**config.mk**
```make
export PLATFORM = sky130hd
export DESIGN_NAME = queen_board_scanner_flat
export DESIGN_NICKNAME = d
export VERILOG_FILES = /design/src/rtl/queen_board_scanner_pkg.sv /design/src/rtl/queen_board_scanner_if.sv /design/src/rtl/queen_board_scanner_encoder.sv /design/src/rtl/queen_board_scanner.sv /design/src/flat_wrapper.sv
export SDC_FILE = /design/constraint.sdc
export NUM_CORES = 1
export LEC_CHECK = 0
export CORE_ASPECT_RATIO = 1.25
export CORE_MARGIN = 8
export CORE_UTILIZATION = 55
export CTS_CLUSTER_SIZE = 10
export DETAILED_ROUTE_END_ITERATION = 7
export PLACE_DENSITY = 0.82
export SLEW_MARGIN = 30
export SYNTH_ARGS = -nofsm -noshare
export SYNTH_HDL_FRONTEND = slang
export SYNTH_SLANG_ARGS = --single-unit
```
**constraint.sdc**
```tcl
create_clock -name clk -period 6.72 [get_ports clk]
set_input_delay 0.672 -clock clk [delete_from_list [all_inputs] [get_ports clk]]
set_output_delay 0.672 -clock clk [all_outputs]
set_load 0.1 [all_outputs]
```
**src/rtl/queen_board_scanner_pkg.sv**
```systemverilog
// Shared types and limits for the N-Queens board scanner.
package queen_pkg;

  localparam int unsigned MAX_N = 16;

  typedef enum logic [1:0] {IDLE, SCAN, DONE} scan_state_t;

endpackage

```
**src/rtl/queen_board_scanner_if.sv**
```systemverilog
// Start/result bundle between the board scanner and solver control.
interface queen_board_scanner_if #(
  parameter int unsigned N = 8
);
  localparam int unsigned ROW_W = $clog2(N);

  logic                 start;
  logic [N*N-1:0]       board_in;
  logic                 busy;
  logic                 done;
  logic [N*ROW_W-1:0]   rows;
  logic [N-1:0]         col_valid;
  logic                 all_valid;
  logic [ROW_W-1:0]     err_col;
  logic                 conflict;
  logic [ROW_W-1:0]     conflict_col;

  modport master (
    output start, board_in,
    input  busy, done, rows, col_valid, all_valid, err_col, conflict, conflict_col
  );

  modport slave (
    input  start, board_in,
    output busy, done, rows, col_valid, all_valid, err_col, conflict, conflict_col
  );
endinterface

```
**src/rtl/queen_board_scanner_encoder.sv**
```systemverilog
// One-hot column word to binary row index; non-one-hot words give row 0.
module onehot_row_encoder #(
  parameter int unsigned N = 8
) (
  input  logic [N-1:0]         col,
  output logic [$clog2(N)-1:0] row,
  output logic                 is_onehot
);
  localparam int unsigned ROW_W = $clog2(N);

  always_comb begin
    row       = '0;
    is_onehot = (col != '0) && ((col & (col - 1'b1)) == '0);
    if (is_onehot) begin
      for (int i = 0; i < N; i++) begin
        if (col[i]) row = ROW_W'(i);
      end
    end
  end
endmodule

```
**src/rtl/queen_board_scanner.sv**
```systemverilog
// Time-multiplexed N-Queens board scanner: one column per cycle through a shared encoder,
// tracking row/diagonal/anti-diagonal occupancy to flag attacks.
module queen_board_scanner
  import queen_pkg::*;
#(
  parameter int unsigned N = 8
) (
  input logic                  clk,
  input logic                  rst_n,
  queen_board_scanner_if.slave bus
);
  localparam int unsigned ROW_W  = $clog2(N);
  localparam int unsigned IDX_W  = ROW_W + 1;
  localparam int unsigned DIAG_N = 2 * N - 1;

  scan_state_t        state_q, state_d;
  logic [ROW_W-1:0]   col_cnt_q;
  logic [N*N-1:0]     board_q;
  logic [N-1:0]       row_mask_q;
  logic [DIAG_N-1:0]  diag_mask_q, anti_mask_q;
  logic [N*ROW_W-1:0] rows_q;
  logic [N-1:0]       col_valid_q;
  logic               err_seen_q;
  logic [ROW_W-1:0]   err_col_q;
  logic               conflict_q;
  logic [ROW_W-1:0]   conflict_col_q;

  logic               accept;
  logic               last_col;
  logic [N-1:0]       cur_col;
  logic [ROW_W-1:0]   enc_row;
  logic               enc_onehot;
  logic [IDX_W-1:0]   diag_idx, anti_idx;
  logic               hit;

  assign cur_col  = board_q[col_cnt_q*N +: N];
  assign last_col = (col_cnt_q == ROW_W'(N - 1));

  onehot_row_encoder #(.N(N)) u_encoder (
    .col       (cur_col),
    .row       (enc_row),
    .is_onehot (enc_onehot)
  );

  // Add N-1 before subtracting c so the anti-diagonal index never underflows.
  assign diag_idx = IDX_W'(enc_row) + IDX_W'(col_cnt_q);
  assign anti_idx = IDX_W'(enc_row) + IDX_W'(N - 1) - IDX_W'(col_cnt_q);
  assign hit      = row_mask_q[enc_row] | diag_mask_q[diag_idx] | anti_mask_q[anti_idx];

  always_comb begin
    state_d  = state_q;
    accept   = 1'b0;
    bus.busy = (state_q == SCAN);
    bus.done = (state_q == DONE);
    unique case (state_q)
      IDLE: begin
        if (bus.start) begin
          accept  = 1'b1;
          state_d = SCAN;
        end
      end
      SCAN: begin
        if (last_col) state_d = DONE;
      end
      DONE: begin
        if (bus.start) begin
          accept  = 1'b1;
          state_d = SCAN;
        end else begin
          state_d = IDLE;
        end
      end
      default: state_d = IDLE;
    endcase
  end

  always_ff @(posedge clk or negedge rst_n) begin
    if (!rst_n) begin
      state_q        <= IDLE;
      col_cnt_q      <= '0;
      board_q        <= '0;
      row_mask_q     <= '0;
      diag_mask_q    <= '0;
      anti_mask_q    <= '0;
      rows_q         <= '0;
      col_valid_q    <= '0;
      err_seen_q     <= 1'b0;
      err_col_q      <= '0;
      conflict_q     <= 1'b0;
      conflict_col_q <= '0;
    end else begin
      state_q <= state_d;
      if (accept) begin
        board_q        <= bus.board_in;
        col_cnt_q      <= '0;
        row_mask_q     <= '0;
        diag_mask_q    <= '0;
        anti_mask_q    <= '0;
        rows_q         <= '0;
        col_valid_q    <= '0;
        err_seen_q     <= 1'b0;
        err_col_q      <= '0;
        conflict_q     <= 1'b0;
        conflict_col_q <= '0;
      end else if (state_q == SCAN) begin
        col_cnt_q <= col_cnt_q + 1'b1;
        if (enc_onehot) begin
          rows_q[col_cnt_q*ROW_W +: ROW_W] <= enc_row;
          col_valid_q[col_cnt_q]           <= 1'b1;
          if (hit) begin
            conflict_q <= 1'b1;
            if (!conflict_q) conflict_col_q <= col_cnt_q;
          end
          row_mask_q[enc_row]   <= 1'b1;
          diag_mask_q[diag_idx] <= 1'b1;
          anti_mask_q[anti_idx] <= 1'b1;
        end else if (!err_seen_q) begin
          err_seen_q <= 1'b1;
          err_col_q  <= col_cnt_q;
        end
      end
    end
  end

  assign bus.rows         = rows_q;
  assign bus.col_valid    = col_valid_q;
  assign bus.all_valid    = &col_valid_q;
  assign bus.err_col      = err_col_q;
  assign bus.conflict     = conflict_q;
  assign bus.conflict_col = conflict_col_q;

endmodule

```
**src/flat_wrapper.sv**
```systemverilog
// flat-port wrapper written by rule: the top's interface ports become plain ports
module queen_board_scanner_flat import queen_pkg::*;
#(
  parameter int unsigned N = 8
)
  (clk, rst_n, bus_start, bus_board_in, bus_busy, bus_done, bus_rows, bus_col_valid, bus_all_valid, bus_err_col, bus_conflict, bus_conflict_col);
  queen_board_scanner_if #(.N(N)) bus_i ();
  input logic clk;
  input logic rst_n;
  input wire logic [$bits(bus_i.start)-1:0] bus_start;
  input wire logic [$bits(bus_i.board_in)-1:0] bus_board_in;
  output wire logic [$bits(bus_i.busy)-1:0] bus_busy;
  output wire logic [$bits(bus_i.done)-1:0] bus_done;
  output wire logic [$bits(bus_i.rows)-1:0] bus_rows;
  output wire logic [$bits(bus_i.col_valid)-1:0] bus_col_valid;
  output wire logic [$bits(bus_i.all_valid)-1:0] bus_all_valid;
  output wire logic [$bits(bus_i.err_col)-1:0] bus_err_col;
  output wire logic [$bits(bus_i.conflict)-1:0] bus_conflict;
  output wire logic [$bits(bus_i.conflict_col)-1:0] bus_conflict_col;
  assign bus_i.start = bus_start;
  assign bus_i.board_in = bus_board_in;
  assign bus_busy = bus_i.busy;
  assign bus_done = bus_i.done;
  assign bus_rows = bus_i.rows;
  assign bus_col_valid = bus_i.col_valid;
  assign bus_all_valid = bus_i.all_valid;
  assign bus_err_col = bus_i.err_col;
  assign bus_conflict = bus_i.conflict;
  assign bus_conflict_col = bus_i.conflict_col;
  queen_board_scanner #(.N(N)) u_core (.clk(clk), .rst_n(rst_n), .bus(bus_i));
endmodule
```
==> results of run 1 <==
==> state kept, by name, indices dropped and copies added (netlist names), 2 cells and up <==
signal	flops
u_core.state_q	2
u_core.anti_mask_q	15
u_core.bus.err_col	3
u_core.board_q	64
u_core.diag_mask_q	15
u_core.row_mask_q	8
u_core.bus.conflict_col	3
u_core.bus.rows	24
u_core.bus.col_valid	8
u_core.col_cnt_q	3
==> per-stage QoR <==
stage	cells	area (sq um)	power, mW	hold WS [ns]
after global placement	1023	8730	3.95	0.453
after CTS	1054	9320	4.97	0.248
after floorplan	785	7600	3.44	0.376
after detailed placement	1023	8730	4.01	0.461
final	1054	9330	4.99	0.247
after global routing	1054	9330	5.31	0.282
==> worst paths after layout <==
check / endpoint / slack, ns / cells past startpoint / startpoint
min in group clk: u_core.board_q[6]$_DFFE_PN0P_ / 0.47 / 2 / u_core.board_q[6]$_DFFE_PN0P_
max reg2reg: u_core.bus.conflict_col[2]$_DFFE_PN0P_ / 0.79 / 17 / u_core.col_cnt_q[1]$_DFFE_PN0P_
max in group asynchronous: u_core.state_q[0]$_DFFE_PN0P_ / 5.33 / 2 / rst_n
min reg2reg: u_core.board_q[6]$_DFFE_PN0P_ / 0.47 / 2 / u_core.board_q[6]$_DFFE_PN0P_
max: u_core.bus.conflict_col[2]$_DFFE_PN0P_ / 0.79 / 17 / u_core.col_cnt_q[1]$_DFFE_PN0P_
min: u_core.board_q[36]$_DFFE_PN0P_ / 0.25 / 1 / rst_n
==> per-layer routing <==
| layer | global-route usage (%) | wire, um | part of all wire (%) | vias up |
|---|---|---|---|---|
| met5 | 0 | 0 | 0 | - |
| met1 | 27.3 | 7750 | 42 | 2947 |
| li1 | - | - | - | 2828 |
| met2 | 34.9 | 9230 | 51 | 178 |
| met3 | 5.53 | 949 | 5.2 | 35 |
| met4 | 7.98 | 336 | 1.8 | 0 |
==> cell type report <==
cell class / count / area share [%]
clock buffers: 19 / 4.86
clock inverters: 12 / 1.41
inverters: 11 / 0.443
multi-input cells: 574 / 39.2
flip-flops and latches: 147 / 39.4
well taps: 175 / 2.35
repair buffers: 116 / 12.3
==> logic make-up after synthesis <==
family	count (synthesis)	synth area share [%]
simple gates	390	23.0
flops	147	48.4
compound gates	107	10.3
buf+inv	64	3.82
mux	56	11.2
fa+ha+maj	15	2.67
xor+xnor	6	0.691
==> power groups by stage <==
stage | clock network, mW | registers, mW | logic [mW]
after global placement | 0 | 1.38 | 2.57
after global routing | 0.982 | 1.42 | 2.90
after CTS | 0.944 | 1.38 | 2.65
final | 0.938 | 1.39 | 2.67
after detailed placement | 0 | 1.39 | 2.62
after floorplan | 0 | 1.57 | 1.87
==> cell usage in the layout (no fill, tap or decap), types with 3 or more instances in the layout <==
cell type | Yosys | layout
nand2_1 | 247 | 247
dfrtp_1 | 147 | 147
clkdlybuf4s50_1 | 0 | 107
nor2_1 | 61 | 61
a21oi_1 | 26 | 26
mux2i_1 | 25 | 25
o21a_1 | 24 | 24
nand3_1 | 21 | 21
mux4_2 | 20 | 20
clkbuf_16 | 0 | 17
ha_1 | 13 | 13
a31oi_1 | 11 | 11
inv_1 | 9 | 9
nor3_1 | 9 | 9
and3_1 | 8 | 8
and2_1 | 7 | 7
buf_4 | 2 | 7
o21ai_1 | 6 | 6
nor2b_1 | 6 | 5
nor3b_1 | 5 | 5
nand2b_1 | 6 | 5
o21ai_0 | 5 | 5
a41oi_1 | 5 | 5
mux2_2 | 4 | 4
mux2_4 | 4 | 4
xor2_1 | 4 | 4
clkinvlp_4 | 0 | 4
o211ai_1 | 3 | 3
a211oi_1 | 3 | 3
clkinv_2 | 0 | 3
==> flow_metrics.py, run 1 <==
metrics = {
    "run_status": {
        "outcome": "completed",
    },
    "flow_run": {
        "drv_cap": 0,
    },
    "synth": {
        "synth-edff-count": 0,
        "yosysSeqAreaShare_pct": 48.4,
        "synth_cell_type_count": 71,
        "ys_top_cells_by_count": "247 x nand2_1, 147 x dfrtp_1, 61 x nor2_1",
        "syn_avg_cell_area_sq_um": 9.69,
        "netlist_area_sq_um": 7600,
        "synth_top_cells_by_area": "dfrtp_1 48%, nand2_1 12%, mux4_2 5.9%",
        "synth-main-ff-cell": "dfrtp_1",
        "async_reset_ff_share_pct": 100,
        "yosysMostFrequentCell": "nand2_1",
        "synth_seq_cells": 147,
        "yosysWarningCount": 0,
        "synth_top_area_share_pct": 48.4,
        "syn_nets": 867,
        "synth_largest_area_cell": "dfrtp_1",
        "postSynthCellCount": 785,
    },
    "placed_design": {
        "dp_hpwl_mm": 12.7,
        "gp_congestion": 0.867,
        "port_buffers": 108,
        "pre_cts_ws_ns": 0.802,
    },
    "detailed_routing": {
        "drt_iter0_drc": 453,
        "vias": 5988,
        "wirelength_mm": 18.3,
        "drtAntennaViolNets": 0,
        "detail_route.wl_per_cell_um": 17.3,
        "vias_per_cell": 5.68,
        "drc_errors": 0,
        "dr.pass1.iters": 5,
    },
    "sta": {
        "rsz0062_at_grt": "false",
        "drv_slew": 0,
        "fin_skew_ns": 0.00740,
        "worst_pin_slew_ns": 0.996,
        "fin_ws_ns": 0.793,
        "relSlewSlack_pct": 33.4,
        "post-route-period-util_pct": 88.2,
        "tns_ns": 0,
        "min_period_ns": 5.93,
        "setup_viol": 0,
        "hold_viol": 0,
        "timing.fmax_mhz": 169,
    },
    "critical_path": {
        "critPathBufInv": 3,
        "critPathRequiredTime_ns": 7.02,
        "crit_fanout": 23,
        "critPathKind": "reg2reg",
        "cp_top_family": "compound AO/OA/AOI/OAI gates",
        "critPathLaunchType": "flop",
        "path_cells": "buf_4 > inv_2 > mux4_2 > a211oi_2 > nor3_2 > nand4b_2 > a211oi_4 > buf_4 > ha_1 > fa_1 > mux4_2 > mux4_2 > nor3_1 > o221ai_1 > o21ba_2 > and2_4 > o221ai_1",
        "max_stage_delay_ns": 0.66,
        "critPathMostFrequentCell": "mux4_2",
        "crit_slowest_cell": "dfrtp_1",
        "crit_path_end_kind": "flop",
        "arrival_ns": 6.22,
    },
    "power_and_ir_drop": {
        "swShare_pct": 46.4,
        "p_comb_share_pct": 53.4,
        "seqPwrFrac_pct": 27.8,
        "power_switching_mw": 2.31,
        "p_int_mw": 2.68,
        "ir_drop_uv": 280,
        "p_leak_nw": 4.29,
        "clkPwrFrac_pct": 18.8,
        "powerDensity_nw_per_um2": 535,
    },
    "cells_and_area": {
        "syn_to_final_growth_pct": 22.7,
        "drive_gt1_share_pct": 10.7,
        "regArea_sq_um": 3680,
        "fin_util_pct": 68.1,
        "insertedDiodeCount": 0,
        "nFillCells": 1069,
        "multiInputGateArea_sq_um": 3660,
        "nets": 949,
    },
    "global_route": {
        "grt_pass1_vias": 6197,
        "antenna_found_initial": 0,
        "grt_util_all_layers_pct": 21.6,
        "overflow": 0,
        "grt_pass1_wl_mm": 31.1,
        "grt_max_degree": 93,
    },
    "die": {
        "start_util_pct": 55.5,
        "io_pins": 109,
        "placementRows": 48,
        "die_h_um": 147,
        "die_area_sq_um": 17900,
        "core-area_sq_um": 13700,
        "die_w_um": 121,
    },
    "clocking": {
        "clock_sinks": 147,
        "clk_latency_ns": 0.43,
        "cts-root-buf": "clkbuf_16",
        "post_cts.repair.setup_buffers": 0,
        "htreeDepth": 4,
        "numCtsBuffers": 17,
        "clockBufferDepth": 2,
        "cts_resized": 0,
        "cts_tree": "built",
        "clk_pin_slew_ns": 0.06,
        "ctsHoldBuffers": 0,
    },
    "min_path": {
        "min_path_type": "in2async",
    },
}
Power figures use the tool's default switching activity.
==> run 2, diff against run 1 <==
--- a/config.mk
+++ b/config.mk
@@ -10,6 +10,7 @@
 export CORE_UTILIZATION = 55
 export CTS_CLUSTER_SIZE = 10
 export DETAILED_ROUTE_END_ITERATION = 7
+export MAX_ROUTING_LAYER = met4
 export PLACE_DENSITY = 0.82
 export SLEW_MARGIN = 30
 export SYNTH_ARGS = -nofsm -noshare
==> run 2 against run 1 <==
Net effect:
- sequential share of layout area decreased by 0.27 points
- flip-flop and latch count stayed put
- via count grew 0.67%
- register-to-register slack got worse by 0.03 ns
- design area rose by 0.70%
==> flow_metrics.py, run 2 (synthesis results as in run 1) <==
metrics = {
    "sta": {
        "rsz0062_at_grt": "false",
        "setup_viol": 0,
        "fin_skew_ns": 0.0117,
        "fin_ws_ns": 0.765,
        "worst_pin_slew_ns": 1.01,
        "hold_viol": 0,
        "relSlewSlack_pct": 32.2,
        "timing.fmax_mhz": 168,
        "tns_ns": 0,
        "min_period_ns": 5.95,
        "holdWs_ns": 0.242,
        "post-route-period-util_pct": 88.6,
        "drv_slew": 0,
    },
    "clocking": {
        "clk_pin_slew_ns": 0.06,
        "post_cts.repair.setup_buffers": 0,
        "clk_latency_ns": 0.42,
        "cts_resized": 0,
        "numCtsBuffers": 17,
        "cts-root-buf": "clkbuf_16",
        "clockBufferDepth": 2,
        "htreeDepth": 4,
        "clock_sinks": 147,
        "ctsHoldBuffers": 0,
        "cts_tree": "built",
    },
    "detailed_routing": {
        "vias": 6028,
        "wirelength_mm": 18.4,
        "vias_per_cell": 5.71,
        "dr.pass1.iters": 5,
        "detail_route.wl_per_cell_um": 17.4,
        "drc_errors": 0,
        "drt_iter0_drc": 415,
        "drtAntennaViolNets": 0,
    },
    "placed_design": {
        "port_buffers": 108,
        "dp_hpwl_mm": 12.7,
        "gp_congestion": 0.875,
        "place_inst": 1025,
        "placed_area_sq_um": 8750,
        "pre_cts_ws_ns": 0.834,
    },
    "global_route": {
        "grt_pass1_wl_mm": 30.9,
        "antenna_found_initial": 0,
        "grt_util_all_layers_pct": 22.0,
        "overflow": 0,
        "grt_max_degree": 94,
        "grt_pass1_vias": 6178,
    },
    "die": {
        "io_pins": 109,
        "placementRows": 48,
        "core-area_sq_um": 13700,
        "die_w_um": 121,
        "die_h_um": 147,
        "die_area_sq_um": 17900,
        "start_util_pct": 55.5,
    },
    "critical_path": {
        "regToRegSetupSlack_ns": 0.77,
        "worst_r2r_startpoint": "u_core.col_cnt_q[1]$_DFFE_PN0P_",
        "arrival_ns": 6.23,
        "crit_fanout": 23,
        "r2r_cells": 17,
        "path_cells": "buf_4 > inv_2 > mux4_2 > a211oi_2 > nor3_2 > nand4b_2 > a211oi_4 > buf_4 > ha_1 > fa_1 > mux4_2 > mux4_2 > nor3_1 > o221ai_1 > o21ba_2 > and2_4 > o211ai_1",
        "cp_top_family": "compound AO/OA/AOI/OAI gates",
        "endpoint": "u_core.bus.conflict_col[0]$_DFFE_PN0P_",
        "critPathMostFrequentCell": "mux4_2",
        "critPathRequiredTime_ns": 6.99,
        "crit_slowest_cell": "dfrtp_1",
        "reg2reg_to": "u_core.bus.conflict_col[0]$_DFFE_PN0P_",
        "critPathBufInv": 3,
        "critPathKind": "reg2reg",
        "startpoint": "u_core.col_cnt_q[1]$_DFFE_PN0P_",
        "critPathLaunchType": "flop",
        "crit_cells": 17,
        "crit_path_end_kind": "flop",
        "max_stage_delay_ns": 0.64,
    },
    "cells_and_area": {
        "largest_reg_flops": 64,
        "insertedDiodeCount": 0,
        "nFillCells": 1030,
        "multiInputGateArea_sq_um": 3650,
        "syn_to_final_growth_pct": 23.5,
        "fin_area_sq_um": 9390,
        "fin_util_pct": 68.6,
        "drive_gt1_share_pct": 10.9,
        "nets": 951,
        "fin_cells": 1056,
        "mostFrequentLayoutCells": "247 x nand2_1, 147 x dfrtp_1, 107 x clkdlybuf4s50_1",
        "regArea_sq_um": 3680,
        "layout_commonest_cell": "nand2_1",
        "top_register": "u_core.board_q",
    },
    "min_path": {
        "min_path_type": "in2async",
    },
    "power_and_ir_drop": {
        "powerDensity_nw_per_um2": 542,
        "total_power_mw": 5.09,
        "ir_drop_uv": 336,
        "p_leak_nw": 4.33,
    },
    "flow_run": {
        "drv_cap": 0,
    },
    "run_status": {
        "outcome": "completed",
    },
}
==> run 2: changes by cell type in the layout (fill, tap and decap cells not counted) <==
| cell | before | now |
|---|---|---|
| buf_4 | 7 | 9 |
| bufinv_16 | 2 | 4 |
| clkinv_2 | 3 | 1 |
| clkinvlp_4 | 4 | 2 |
| a211oi_2 | 1 | 2 |
| a211oi_4 | 2 | 1 |
| clkbuf_8 | 2 | 3 |
| clkinv_4 | 1 | 2 |
==> run 2: where the power goes <==
part           switching, mW  internal (mW)  total, mW
registers              0.225           1.17       1.39
logic                   1.72          0.958       2.68
clock network          0.365          0.652       1.02
total                   2.31           2.77       5.09
==> run 2: final cells by class <==
type                    instances  share of cell area [%]
flip-flops and latches        147                    39.2
repair buffers                118                    12.4
clock inverters                11                    1.87
multi-input cells             574                    38.9
well taps                     175                    2.33
inverters                      11                   0.440
clock buffers                  20                    4.97
==> run 2: how the worst min path moves through the flow <==
stage                                         to  cells after the start                           start  slack [ns]
2_1_floorplan  u_core.anti_mask_q[0]$_DFFE_PN0P_                      0                           rst_n        0.38
3_3_place_gp       u_core.board_q[7]$_DFFE_PN0P_                      2   u_core.board_q[7]$_DFFE_PN0P_        0.45
3_5_place_dp      u_core.board_q[21]$_DFFE_PN0P_                      2  u_core.board_q[21]$_DFFE_PN0P_        0.46
4_1_cts           u_core.board_q[36]$_DFFE_PN0P_                      1                           rst_n        0.27
5_1_grt           u_core.board_q[36]$_DFFE_PN0P_                      1                           rst_n        0.29
6_report          u_core.board_q[40]$_DFFE_PN0P_                      1                           rst_n        0.24
==> run 2: routing by layer <==
layer	part of all wire (%)	global-route usage, %	vias to the layer above
li1	-	-	2835
met1	42	27.1	2964
met2	51	36.0	192
met3	4.1	3.63	37
met4	2.4	7.79	0
met5	0	-	-
==> run 3, diff against run 2 <==
--- a/config.mk
+++ b/config.mk
@@ -8,11 +8,12 @@
 export CORE_ASPECT_RATIO = 1.25
 export CORE_MARGIN = 8
 export CORE_UTILIZATION = 55
+export CTS_BUF_LIST = sky130_fd_sc_hd__clkbuf_4 sky130_fd_sc_hd__clkbuf_8 sky130_fd_sc_hd__clkbuf_16
 export CTS_CLUSTER_SIZE = 10
 export DETAILED_ROUTE_END_ITERATION = 7
 export MAX_ROUTING_LAYER = met4
 export PLACE_DENSITY = 0.82
-export SLEW_MARGIN = 30
+export SLEW_MARGIN = 20
 export SYNTH_ARGS = -nofsm -noshare
 export SYNTH_HDL_FRONTEND = slang
 export SYNTH_SLANG_ARGS = --single-unit
==> run 3 against run 2 <==
Net effect:
- cell count is the same
- non-clock buffer count is the same
- clock power is essentially flat
- largest power group unchanged
==> flow_metrics.py, run 3 (synthesis results as in run 1) <==
metrics = {
    "run_status": {
        "outcome": "completed",
    },
    "clocking": {
        "numCtsBuffers": 17,
        "clk_pin_slew_ns": 0.06,
        "cts_tree": "built",
        "clockBufferDepth": 2,
        "htreeDepth": 4,
        "post_cts.repair.setup_buffers": 0,
        "clock_sinks": 147,
        "cts_resized": 0,
        "clk_latency_ns": 0.42,
        "ctsHoldBuffers": 0,
        "cts-root-buf": "clkbuf_16",
    },
    "sta": {
        "setup_viol": 0,
        "fin_skew_ns": 0.0101,
        "timing.fmax_mhz": 168,
        "holdWs_ns": 0.241,
        "hold_viol": 0,
        "worst_pin_slew_ns": 1.01,
        "drv_slew": 0,
        "min_period_ns": 5.95,
        "tns_ns": 0,
        "fin_ws_ns": 0.766,
        "post-route-period-util_pct": 88.6,
        "rsz0062_at_grt": "false",
        "relSlewSlack_pct": 32.2,
    },
    "placed_design": {
        "port_buffers": 108,
        "dp_hpwl_mm": 12.7,
        "gp_congestion": 0.875,
        "pre_cts_ws_ns": 0.834,
        "placed_area_sq_um": 8750,
        "place_inst": 1025,
    },
    "critical_path": {
        "worst_r2r_startpoint": "u_core.col_cnt_q[1]$_DFFE_PN0P_",
        "reg2reg_to": "u_core.bus.conflict_col[0]$_DFFE_PN0P_",
        "crit_path_end_kind": "flop",
        "critPathLaunchType": "flop",
        "r2r_cells": 17,
        "critPathRequiredTime_ns": 6.99,
        "critPathKind": "reg2reg",
        "regToRegSetupSlack_ns": 0.77,
        "crit_fanout": 23,
        "arrival_ns": 6.23,
    },
    "cells_and_area": {
        "fin_util_pct": 68.6,
        "top_register": "u_core.board_q",
        "fin_cells": 1056,
        "mostFrequentLayoutCells": "247 x nand2_1, 147 x dfrtp_1, 107 x clkdlybuf4s50_1",
        "drive_gt1_share_pct": 10.9,
        "largest_reg_flops": 64,
        "insertedDiodeCount": 0,
        "fin_area_sq_um": 9390,
        "nets": 951,
        "layout_commonest_cell": "nand2_1",
        "syn_to_final_growth_pct": 23.5,
    },
    "global_route": {
        "overflow": 0,
        "antenna_found_initial": 0,
        "grt_max_degree": 94,
        "grt_use_met1_pct": 27.1,
        "grt_pass1_wl_mm": 30.9,
        "busiest_layer": "met2",
        "met2_usage_pct": 36.0,
        "grt_pass1_vias": 6178,
        "grt_util_all_layers_pct": 22.0,
        "use_met3_pct": 3.63,
    },
    "detailed_routing": {
        "drt_iter0_drc": 463,
        "dr.pass1.iters": 7,
        "drtAntennaViolNets": 0,
        "vias_per_cell": 5.73,
        "vias": 6049,
        "wirelength_mm": 18.5,
        "detail_route.wl_per_cell_um": 17.5,
        "drc_errors": 0,
    },
    "die": {
        "start_util_pct": 55.5,
        "die_h_um": 147,
        "core-area_sq_um": 13700,
        "die_area_sq_um": 17900,
        "io_pins": 109,
        "placementRows": 48,
        "die_w_um": 121,
    },
    "power_and_ir_drop": {
        "total_power_mw": 5.09,
        "ir_drop_uv": 335,
        "p_leak_nw": 4.33,
        "powerDensity_nw_per_um2": 542,
    },
    "flow_run": {
        "drv_cap": 0,
    },
    "min_path": {
        "min_path_type": "in2async",
    },
}
-- run 3: critical path: stages (launching register included) --
cell and delay [ns]:
dfrtp_1 0.65, buf_4 0.40, inv_2 0.20, mux4_2 0.33, a211oi_2 0.60, nor3_2 0.16
nand4b_2 0.30, a211oi_4 0.22, buf_4 0.26, ha_1 0.22, fa_1 0.60, mux4_2 0.38
mux4_2 0.51, nor3_1 0.25, o221ai_1 0.15, o21ba_2 0.29, and2_4 0.17, o211ai_1 0.11
-- run 3: where the power goes --
group          switching, mW  internal, mW  leakage [nW]
clock                  0.366         0.652         0.309
sequential             0.224          1.17          1.92
combinational           1.73         0.957          2.10
-- run 3: cell type report --
| class | count | area (sq um) |
|---|---|---|
| clock buffers | 20 | 467 |
| clock inverters | 11 | 175 |
| fillers | 1032 | 4310 |
| inverters | 11 | 41.3 |
| multi-input cells | 574 | 3650 |
| flip-flops and latches | 147 | 3680 |
| well taps | 175 | 219 |
| repair buffers | 118 | 1160 |
-- run 3: per-layer routing --
metal	part of all wire [%]	vias to the layer above
li1	-	2836
met1	43	2983
met2	51	184
met3	3.8	46
met4	2.6	0
met5	0	-
-- run 3: worst max path at each step --
| stage | startpoint | to | slack [ns] | cells after the start |
|---|---|---|---|---|
| floorplan | u_core.col_cnt_q[1]$_DFFE_PN0P_ | u_core.bus.conflict_col[2]$_DFFE_PN0P_ | 1.41 | 18 |
| global placement | u_core.col_cnt_q[1]$_DFFE_PN0P_ | u_core.bus.conflict_col[1]$_DFFE_PN0P_ | 0.98 | 17 |
| detailed placement | u_core.col_cnt_q[1]$_DFFE_PN0P_ | u_core.bus.conflict_col[0]$_DFFE_PN0P_ | 0.83 | 17 |
| CTS | u_core.col_cnt_q[1]$_DFFE_PN0P_ | u_core.bus.conflict_col[0]$_DFFE_PN0P_ | 0.76 | 17 |
| global route | u_core.col_cnt_q[1]$_DFFE_PN0P_ | u_core.bus.conflict_col[0]$_DFFE_PN0P_ | 0.41 | 17 |
| finish | u_core.col_cnt_q[1]$_DFFE_PN0P_ | u_core.bus.conflict_col[0]$_DFFE_PN0P_ | 0.77 | 17 |
